### config.mk
export PLATFORM = sky130hd
export DESIGN_NAME = tick_scheduler
export DESIGN_NICKNAME = d
export VERILOG_FILES = /design/src/rtl/tick_scheduler.sv
export SDC_FILE = /design/constraint.sdc
export NUM_CORES = 1
export LEC_CHECK = 0
export CORE_MARGIN = 8
export CORE_UTILIZATION = 39
export CTS_CLUSTER_SIZE = 25
export DETAILED_ROUTE_END_ITERATION = 6
export GPL_TIMING_DRIVEN = 0
export PLACE_DENSITY = 0.8
export SLEW_MARGIN = 20
export SYNTH_ARGS = -nofsm -noshare
export SYNTH_HDL_FRONTEND = slang
export SYNTH_SLANG_ARGS = --single-unit
### constraint.sdc
create_clock -name clock_50 -period 2.4 [get_ports clock_50]
set_clock_uncertainty 0.05 [all_clocks]
set_input_delay 0.36 -clock clock_50 [delete_from_list [all_inputs] [get_ports clock_50]]
set_output_delay 0.36 -clock clock_50 [all_outputs]
set_load 0.01 [all_outputs]
### src/rtl/tick_scheduler.sv
// tick_scheduler: base period timer plus round-robin arbiter that hands the
// shared move/draw engine to each requester marked pending by a frame tick.
module tick_scheduler #(
  parameter int N_REQ = 4,
  parameter int INTERVAL_W = 28
) (
  input  logic                  clock_50,
  input  logic                  reset,
  input  logic [INTERVAL_W-1:0] interval,
  input  logic                  en,
  input  logic [N_REQ-1:0]      req_en,
  input  logic                  done,
  input  logic                  clr_overrun,
  output logic [INTERVAL_W-1:0] cur_time,
  output logic                  frame_tick,
  output logic [N_REQ-1:0]      grant,
  output logic                  busy,
  output logic                  overrun
);
  localparam int PW = N_REQ > 1 ? $clog2(N_REQ) : 1;
  typedef enum logic {IDLE, GRANT} state_t;
  state_t state, state_next;
  logic [N_REQ-1:0] pending, clr;
  logic [PW-1:0] ptr, cur_idx, sel;
  logic tick;
  // >= rather than == so a shrinking interval wraps at once instead of rolling over
  assign tick = en && cur_time >= interval;
  assign clr = (state == GRANT && done) ? grant : '0;
  assign busy = |grant || |pending;
  always_ff @(posedge clock_50 or posedge reset) begin
    if (reset) begin
      cur_time <= '0;
      frame_tick <= 1'b0;
      pending <= '0;
      overrun <= 1'b0;
    end else begin
      cur_time <= tick ? '0 : en ? cur_time + 1'b1 : cur_time;
      frame_tick <= tick;
      pending <= tick ? (pending & ~clr) | req_en : pending & ~clr;
      overrun <= (tick && |(pending & ~clr)) || (overrun && !clr_overrun);
    end
  end
  always_ff @(posedge clock_50 or posedge reset) begin
    if (reset) begin
      state <= IDLE;
      ptr <= '0;
      cur_idx <= '0;
    end else begin
      state <= state_next;
      if (state == IDLE) cur_idx <= sel;
      if (state == GRANT && done) ptr <= (cur_idx == PW'(N_REQ - 1)) ? '0 : cur_idx + 1'b1;
    end
  end
  always_comb begin
    state_next = state == IDLE ? (|pending ? GRANT : IDLE) : (done ? IDLE : GRANT);
  end
  // scan downward so the nearest pending bit at or after ptr is the one kept
  always_comb begin
    int j;
    j = 0;
    sel = ptr;
    for (int i = N_REQ - 1; i >= 0; i--) begin
      j = int'(ptr) + i;
      j = j >= N_REQ ? j - N_REQ : j;
      if (pending[PW'(j)]) sel = PW'(j);
    end
  end
  always_comb begin
    grant = '0;
    grant[cur_idx] = state == GRANT;
  end
endmodule

==> flow_summary_export.csv <==
group,metric,value,unit
timing,max_slew_margin,65.74,%
finish,drive_gt1_share,19.10,%
yosys,synth-async-reset-ratio,100.0,%
floorplanning,initial_utilization,40.55,%
floorplanning,dieArea,0.01006,mm2
global_route,grt-ovfl-total,0,
clock_tree,root_buffer,"clkbuf_8",
finish,ff_latch_area,985.9,um2
power,p_clk_share,24.3,%
yosys,synth-edff-count,0,
finish,area_growth,48.33,%
yosys,synth_compound_area_share,14.18,%
clock_tree,cts.sinks,39,
yosys,ys_seq_area_share,35.23,%
placement,place.gp.congestion,0.8643,
floorplanning,core_area,0.006832,mm2
worst_setup_path,end_kind,"flop",
routing,detail-route-antenna-nets,0,
placement,dp_cells,494,
floorplanning,io_pins,72,
yosys,synth.net_count,396,
timing,hold_violations,0,
worst_setup_path,crit_family,"compound AO/OA/AOI/OAI gates",
timing,worst_slack,-0.03091,ns
clock_tree,cts_tree,"done",
global_route,grt_max_degree,26,
timing,tightestPinTransition,0.5009,ns
clock_tree,cts_buffers,5,
floorplanning,die_w,100.3,um
worst_hold_path,worstHoldPathType,"input pin to async pin",
finish,nets,493,
timing,rsz0062_at_grt,"true",
yosys,syn_inst,326,
power,powerDensity,572.9,mW/mm2
global_route,antenna_found_initial,0,
yosys,synthAdderAreaFrac,14.91,%
worst_setup_path,crit_chain,"ha_4, nand4_1, or4_4, a311o_4, a21boi_4, buf_6, a22o_1",
finish,num_antenna_cells,0,
power,pwr-share-comb,38.4,%
floorplanning,rows,30,
yosys,yosysTopAreaCell,"dfrtp_1",
run_status,status,"complete, but fails checks",
timing,fin_crit,2.431,ns
worst_setup_path,cp_max_fo,5,
timing,finalSetupTns,-0.2767,ns
clock_tree,clock_latency,0.29,ns
routing,drc_errors,0,
power,p_total,2.354,mW
worst_setup_path,critPathKind,"flop to flop",
yosys,synthesis.area,0.002770,mm2
yosys,synth.top_cells.by_area,"dfrtp_1, ha_1, inv_1",
placement,dpl.hpwl,5460,um
power,power.leakage,1.939,nW
routing,drt_iter0_drc,67,
power,ir_worst_vdd,0.2610,mV
routing,vias,2648,
yosys,ys_warn_count,0,
routing,via_per_inst,5.092,
worst_setup_path,max_stage_delay,0.55,ns
finish,multi_input_area,0.001778,mm2
global_route,grt_first_pass_wirelength,12610,um
yosys,synth_xor_area_share,5.375,%
yosys,yosys.area_share.simple,20.64,%
timing,fmax,411.4,MHz
clock_tree,h-tree-depth,2,
yosys,synth_top_family_by_area,"simple AND/OR/NAND/NOR gates",
worst_setup_path,required,2.58,ns
worst_setup_path,path_buf_inv,1,
routing,drtPass1Iterations,4,
yosys,yosys_most_used_dff,"dfrtp_1",
run_status,violations,"negative setup slack",
finish,stdcell_count,520,
worst_setup_path,crit_slowest_cell,"or4_4",
job,drv_cap,0,
timing,finalSetupViolCount,20,
worst_setup_path,crit_arrival,2.61,ns
clock_tree,clockBufferDepth,2,
yosys,syn_area_per_cell,8.497,um2
routing,wl_per_cell,14.55,um
yosys,synth.top_cell.area_share,35.23,%
floorplanning,die_y,100.3,um
global_route,grt_pass1_vias,2762,
worst_setup_path,startpoint_type,"flop",
power,power_switching,0.7964,mW
timing,final_max_slew_viol_count,0,
power,p_sw_share,33.83,%
yosys,yosysUniqueCellTypes,39,
power,seqPwrFrac,37.4,%
yosys,ys_ff_latch,39,
placement,io_buffers,71,
clock_tree,path_clk_slew,0.08,ns
yosys,synthMuxAreaShare,1.491,%
global_route,grt.total_usage,15.21,%
timing,finalCritPeriodShare,101.3,%
power,power.internal,1.558,mW
finish,fillers,596,
routing,wl,7565,um
cells in the mapped netlist (4+ instances only):
master and count:
a21oi_1 14, nand4_1 16, clkbuf_1 4, inv_1 50
o21ai_0 7, ha_1 33, and3_1 8, xor2_1 10
nand3_1 9, nor2_1 33, xnor2_1 7, nor3_1 9
nand2_1 34, dfrtp_1 39, o211ai_1 4, o22ai_1 5
a22o_1 5
per-stage QoR:
stage          hold slack, ns  util (%)  instance area [um2]  worst slack (ns)
3_5_place_dp           0.4484     53.00                 3621           -0.6069
4_1_cts                0.2966     58.66                 4008          -0.01752
2_1_floorplan          0.4032         -                 2770           0.01905
6_report               0.2987     60.15                 4109          -0.03091
3_3_place_gp           0.4475     52.71                 3601           -0.5800
5_1_grt                0.3404     60.15                 4109           -0.1308
registers in the layout, indices dropped and copies added (netlist names):
register / count
state: 1
overrun: 1
pending: 4
cur_idx: 2
ptr: 2
cur_time: 28
frame_tick: 1
worst paths after layout:
path	from	to	slack (ns)	depth (start not counted)
max in group asynchronous	reset	cur_time[10]	1.55	3
min in group clock_50	overrun	overrun	0.46	1
worst max register to register	cur_time[7]	pending[2]	-0.03	7
worst min register to register	overrun	overrun	0.46	1
worst min-delay path	reset	overrun	0.30	2
worst max-delay path	cur_time[7]	pending[2]	-0.03	7
power by group through the flow:
stage	combinational, mW	sequential, mW	clock [mW]
detailed placement	0.717	0.899	0
finish	0.903	0.879	0.571
global placement	0.682	0.894	0
global route	1.01	0.898	0.611
floorplan	0.394	0.891	0
CTS	0.866	0.875	0.585
final cells by class:
class                           instances  area share, %
Multi-Input combinational cell        230          43.27
Clock buffer                            6          2.010
Timing Repair Buffer                   91          21.29
Buffer                                  6          1.096
Sequential cell                        39          24.00
Tap cell                               96          2.923
Clock inverter                          2         0.8526
Inverter                               50          4.568
layer usage:
layer	vias to the layer above	routed length (um)	GRT usage, %
met5	-	0	0
met4	0	51	4.535
met3	7	391	3.460
met2	74	3686	26.00
met1	1247	3436	18.47
li1	1320	-	-
cell families after synthesis:
kind of cell / Yosys count
muxes: 4
buffers and inverters: 57
xor gates and xnor gates: 17
and+or+nand+nor: 121
adders and majority gates: 33
AOI/OAI and AO/OA: 55
DFF: 39
what timing repair did:
action / in CTS / in global routing
buffers inserted: 14 / 3
setup endpoints to repair: 32 / 29
gates resized for setup: 49 / 24
cloned: 2 / 0
pin swaps: 23 / 8
hold buffers: 0 / 0
hold endpoints to repair: 0 / 0
placed cells by master (no fill, tap or decap), types with 4 or more instances in the layout:
cell and count:
clkdlybuf4s50_1 57, inv_1 40, dfrtp_1 31, a21oi_1 14, dfrtp_2 8, nand2_1 34, nor2_2 9, xnor2_1 7
nand4_1 16, o21ai_0 6, clkbuf_8 6, ha_1 23, buf_6 6, o211ai_1 4, xor2_1 10, a22o_1 5
nor2_1 21, inv_2 10, ha_4 10, dlygate4sd2_1 12, buf_4 16, and3_1 8, nor3_1 8, nand3_1 9
o22ai_1 5
No activity file was read; power rests on OpenSTA's default activity.
==> variant 1, RTL diff (config.mk and constraints unchanged) <==
The parameter `N_REQ` goes from 4 to 8.
--- a/src/rtl/tick_scheduler.sv
+++ b/src/rtl/tick_scheduler.sv
@@ -1,7 +1,7 @@
 // tick_scheduler: base period timer plus round-robin arbiter that hands the
 // shared move/draw engine to each requester marked pending by a frame tick.
 module tick_scheduler #(
-  parameter int N_REQ = 4,
+  parameter int N_REQ = 8,
   parameter int INTERVAL_W = 28
 ) (
   input  logic                  clock_50,
Ports: changed (resized grant and req_en); port bits go from 72 to 80. The function was not compared with the original's and may differ.
==> variant 1 against the unedited design <==
  * Clock power is 22% lower
  * The run still ends with negative setup slack left
  * Synthesized area is 37% higher
  * Power fell by 16%
  * Setup slack lost 140 ps
  * Hold slack lost 45 ps
  * Wire length up 56%
  * Largest cell class unchanged
  * Design area grew 33%
  * Sequential cell count increased by 6
  * Via count rose by 42%
==> variant 1: results <==
export IMPL_swShare_pct=32.70
export IMPL_tightest_slew_ps=497.6
export IMPL_grt_max_degree=36
export IMPL_nFillCells=819
export IMPL_numCtsBuffers=5
export IMPL_drive_above_1_share_pct=21.71
export IMPL_pre_cts_ws_ps=-994.1
export IMPL_numPortBuffers=78
export IMPL_viasPerCell=5.610
export IMPL_status="complete, but fails checks"
export IMPL_slowest_delay_ps=370
export IMPL_clk_latency_ps=300
export IMPL_gr_usage_all_layers_pct=17.32
export IMPL_slowest_stage="dfrtp_1"
export IMPL_htree_levels=2
export IMPL_cts_buffer_depth=2
export IMPL_synthTopCellsByCount="nor2_1 (55), inv_1 (46), dfrtp_1 (45)"
export IMPL_cpLargestDelayFamily="multiplexers"
export IMPL_yosysWarnings=0
export IMPL_root_buffer="clkbuf_8"
export IMPL_final_setup_viol_count=3
export IMPL_synth_nets=512
export IMPL_startpoint="ptr[1]"
export IMPL_grt_pass1_vias=3882
export IMPL_post_route_worst_setup_slack_ps=-175.5
export IMPL_grt_first_pass_wirelength_um=18690
export IMPL_r2r_start="ptr[1]"
export IMPL_place_congestion=0.9027
export IMPL_synth_edf_count=0
export IMPL_arrival_ps=2720
export IMPL_failed_checks="negative setup slack"
export IMPL_yosysSeqAreaShare_pct=29.62
export IMPL_drt_initial_drc_count=235
export IMPL_ys_types=58
export IMPL_finalNetCount=614
export IMPL_avgRoutedWirePerCell_um=17.59
export IMPL_hpwl_um=8354
export IMPL_p_leak_nw=2.350
export IMPL_synth_area_top_cells="dfrtp_1 (30%), ha_1 (11%), nor2_1 (5.4%), inv_1 (4.5%), mux4_2 (4.1%)"
export IMPL_reg_largest_list="cur_time (28), pending (8)"
export IMPL_dr_pass1_iters=4
export IMPL_ir_drop_mv=0.5322
variant 1: routing by layer:
layer	global-route usage (%)	wire, µm	vias to the layer above
met4	6.217	313	0
met2	30.58	6163	144
met5	0	0	-
li1	-	-	1746
met1	19.83	4558	1842
met3	4.378	787	38
variant 1: path summary, 6_finish.rpt:
path                                      to  cells after the start
worst max-delay path              cur_idx[0]                     11
worst min-delay path            cur_time[20]                      2
worst max register to register    cur_idx[0]                     11
worst min register to register       overrun                      2
max in group asynchronous        cur_time[6]                      3
min in group clock_50            cur_time[1]                      2
variant 1: cell families (layout without fill, tap and decap cells):
logic type / count (synthesis) / in the layout / synth area share (%)
xor+xnor: 29 / 29 / 6.682
buf+inv: 65 / 166 / 6.814
simple gates: 165 / 165 / 21.20
compound gates: 75 / 75 / 13.00
flops: 45 / 45 / 29.62
fa+ha+maj: 33 / 33 / 10.86
mux: 26 / 26 / 11.82
variant 1: power groups by stage:
stage          Combinational [mW]  Sequential (mW)  Clock, mW
2_1_floorplan               0.256            0.935          0
3_3_place_gp                0.508            0.930          0
3_5_place_dp                0.533            0.932          0
4_1_cts                     0.544            0.919      0.451
5_1_grt                     0.651            0.945      0.484
6_report                    0.587            0.935      0.444
variant 1: area by class of cell:
cell class | instances | area [µm²] | area share (%)
repair buffers | 99 | 997.2 | 18.25
well taps | 133 | 166.4 | 3.046
inverters | 47 | 190.2 | 3.481
plain buffers | 14 | 123.9 | 2.268
clock inverters | 1 | 5.005 | 0.09162
flip-flops and latches | 45 | 1137 | 20.82
clock buffers | 5 | 68.82 | 1.260
multi-input cells | 328 | 2774 | 50.78
variant 1: worst reg2reg max path: stages (launching register included):
cell	delay [ps]
dfrtp_1	370
buf_6	120
clkinvlp_4	100
ha_4	290
clkbuf_16	130
mux4_2	360
mux2_4	320
a211oi_2	160
nor3_1	80
o21ai_1	210
xnor2_1	100
o21a_1	180
variant 1: metrics by stage:
stage	util [%]	setup TNS [ps]	area, µm²	hold WS, ps	cells
6_report	56.67	-321.4	5463	254.0	672
5_1_grt	56.67	-1969	5463	273.2	672
4_1_cts	52.80	-312.0	5090	257.4	667
3_5_place_dp	49.88	-30100	4808	486.6	650
3_3_place_gp	49.68	-28440	4788	476.0	649
2_1_floorplan	-	-111.2	3841	409.0	438
variant 1: timing repair:
| item | in CTS | in global routing |
|---|---|---|
| gates cloned | 0 | 2 |
| setup endpoints to repair | 46 | 45 |
| buffers inserted | 12 | 6 |
| resized for setup | 28 | 67 |
| pin swaps | 9 | 32 |
==> variant 2, RTL diff (same flow settings) <==
Without the edit above. Register the output `overrun` once more, with the module's reset; this adds one clock of latency there. The other outputs are not delayed to match.
--- a/src/rtl/tick_scheduler.sv
+++ b/src/rtl/tick_scheduler.sv
@@ -19,6 +19,8 @@
 );
   localparam int PW = N_REQ > 1 ? $clog2(N_REQ) : 1;
   typedef enum logic {IDLE, GRANT} state_t;
+
+  logic overrun_s0;
   state_t state, state_next;
   logic [N_REQ-1:0] pending, clr;
   logic [PW-1:0] ptr, cur_idx, sel;
@@ -32,12 +34,12 @@
       cur_time <= '0;
       frame_tick <= 1'b0;
       pending <= '0;
-      overrun <= 1'b0;
+      overrun_s0 <= 1'b0;
     end else begin
       cur_time <= tick ? '0 : en ? cur_time + 1'b1 : cur_time;
       frame_tick <= tick;
       pending <= tick ? (pending & ~clr) | req_en : pending & ~clr;
-      overrun <= (tick && |(pending & ~clr)) || (overrun && !clr_overrun);
+      overrun_s0 <= (tick && |(pending & ~clr)) || (overrun_s0 && !clr_overrun);
     end
   end
   always_ff @(posedge clock_50 or posedge reset) begin
@@ -69,5 +71,13 @@
     grant = '0;
     grant[cur_idx] = state == GRANT;
   end
+  always_ff @(posedge clock_50 or posedge reset) begin
+    if (reset) begin
+      overrun <= '0;
+    end else begin
+      overrun <= overrun_s0;
+    end
+  end
+
 endmodule
 
Behaviour: not the same (Yosys sat finds a counterexample within 4 cycles, from zero or initial values and one cycle with reset high).
==> variant 2 against the unedited design <==
  * The run still ends with negative setup slack left
  * Non-clock buffer count is 1 lower
  * Design area increased by 1.6%
  * Count of clock-buffer cells in the layout did not move
  * Synthesized area is 0.90% higher
  * Sequential cell count up 1
  * Hold slack better by 8.4 ps
  * Fmax rose by 0.74%
  * Synthesized cell count is 0.31% higher
  * Power is 3.5% lower
  * Setup slack better by 18 ps
  * Wire length up 3.1%
  * Largest cell class unchanged
  * Highest routed layer unchanged
==> variant 2: results <==
export IMPL_failed_checks="negative setup slack"
export IMPL_grt_pass1_vias=2666
export IMPL_status="complete, but fails checks"
export IMPL_worst_hold_slack_ps=307.2
export IMPL_synth_fa_ha_area_share_pct=14.77
export IMPL_swShare_pct=35.38
export IMPL_synth_nets=397
export IMPL_final_setup_viol_count=6
export IMPL_drive_above_1_share_pct=20.28
export IMPL_wirelength_um=7797
export IMPL_post_route_worst_setup_slack_ps=-13.11
export IMPL_grtUsageMet1_pct=18.20
export IMPL_use_met2_pct=26.34
export IMPL_arrival_ps=2550
export IMPL_synth_area_top_cells="dfrtp_1 (36%), ha_1 (15%), inv_1 (6.7%), nand2_1 (4.6%), nor2_1 (4.4%)"
export IMPL_met3_usage_pct=4.213
export IMPL_finalNonFillerCells=523
export IMPL_pre_cts_ws_ps=-606.9
export IMPL_vias=2685
export IMPL_tightest_slew_ps=494.2
export IMPL_ir_drop_mv=0.2141
export IMPL_drt_initial_drc_count=73
export IMPL_nFillCells=600
export IMPL_place_congestion=0.8588
export IMPL_dp_cells=498
export IMPL_hpwl_um=5645
export IMPL_power_frac_comb_pct=39.4
-- variant 2: logic make-up after synthesis --
group,after synthesis
DFF,40
adders and majority gates,33
and+or+nand+nor,121
xor gates and xnor gates,17
AOI/OAI and AO/OA,55
buffers and inverters,57
muxes,4
-- variant 2: cell type report --
class | count | area share, %
Timing Repair Buffer | 90 | 20.98
Tap cell | 99 | 2.967
Buffer | 6 | 1.079
Sequential cell | 40 | 24.24
Clock buffer | 6 | 1.978
Multi-Input combinational cell | 230 | 43.90
Clock inverter | 2 | 0.3596
Inverter | 50 | 4.495
-- variant 2: worst max-delay path: stages (launching register included) --
cell	delay [ps]
dfrtp_2	430
ha_4	270
nand4_1	100
or4_4	550
a311o_4	370
a21boi_4	280
buf_6	190
nor2_1	50
-- variant 2: power by group through the flow --
| stage | registers (mW) | logic [mW] | clock network (mW) |
|---|---|---|---|
| 2_1_floorplan | 0.908 | 0.394 | 0 |
| 3_3_place_gp | 0.912 | 0.678 | 0 |
| 3_5_place_dp | 0.917 | 0.714 | 0 |
| 4_1_cts | 0.891 | 0.862 | 0.499 |
| 5_1_grt | 0.914 | 0.993 | 0.529 |
| 6_report | 0.897 | 0.895 | 0.479 |
-- variant 2: stage by stage --
stage / area [µm²] / power, mW / TNS (ps)
2_1_floorplan: 2795 / 1.302 / 0
3_3_place_gp: 3630 / 1.590 / -16950
3_5_place_dp: 3657 / 1.631 / -16990
4_1_cts: 4008 / 2.252 / -203.4
5_1_grt: 4175 / 2.437 / -2109
6_report: 4175 / 2.270 / -53.12
-- variant 2: routing by layer --
metal / share of wire (%) / routed length, µm
met5: 0 / 0
met4: 1.3 / 102
met3: 6.3 / 495
met2: 49 / 3817
met1: 43 / 3381
-- variant 2: timing repair --
item	4_1_cts	5_1_grt
pin swaps	23	18
buffers inserted	13	3
gates cloned	2	0
gates resized for setup	47	35
hold buffers	0	0
setup endpoints to repair	31	33
endpoints found under the hold margin	0	0
-- variant 2: path summary, 6_finish.rpt --
kind	start	endpoint	cells after the start
min in group clock_50	overrun_s0	overrun	0
worst min-delay path	reset	pending[1]	2
max in group asynchronous	reset	cur_time[24]	3
worst min register to register	overrun_s0	overrun	0
worst max-delay path	cur_time[5]	cur_time[14]	7
worst max register to register	cur_time[5]	cur_time[14]	7
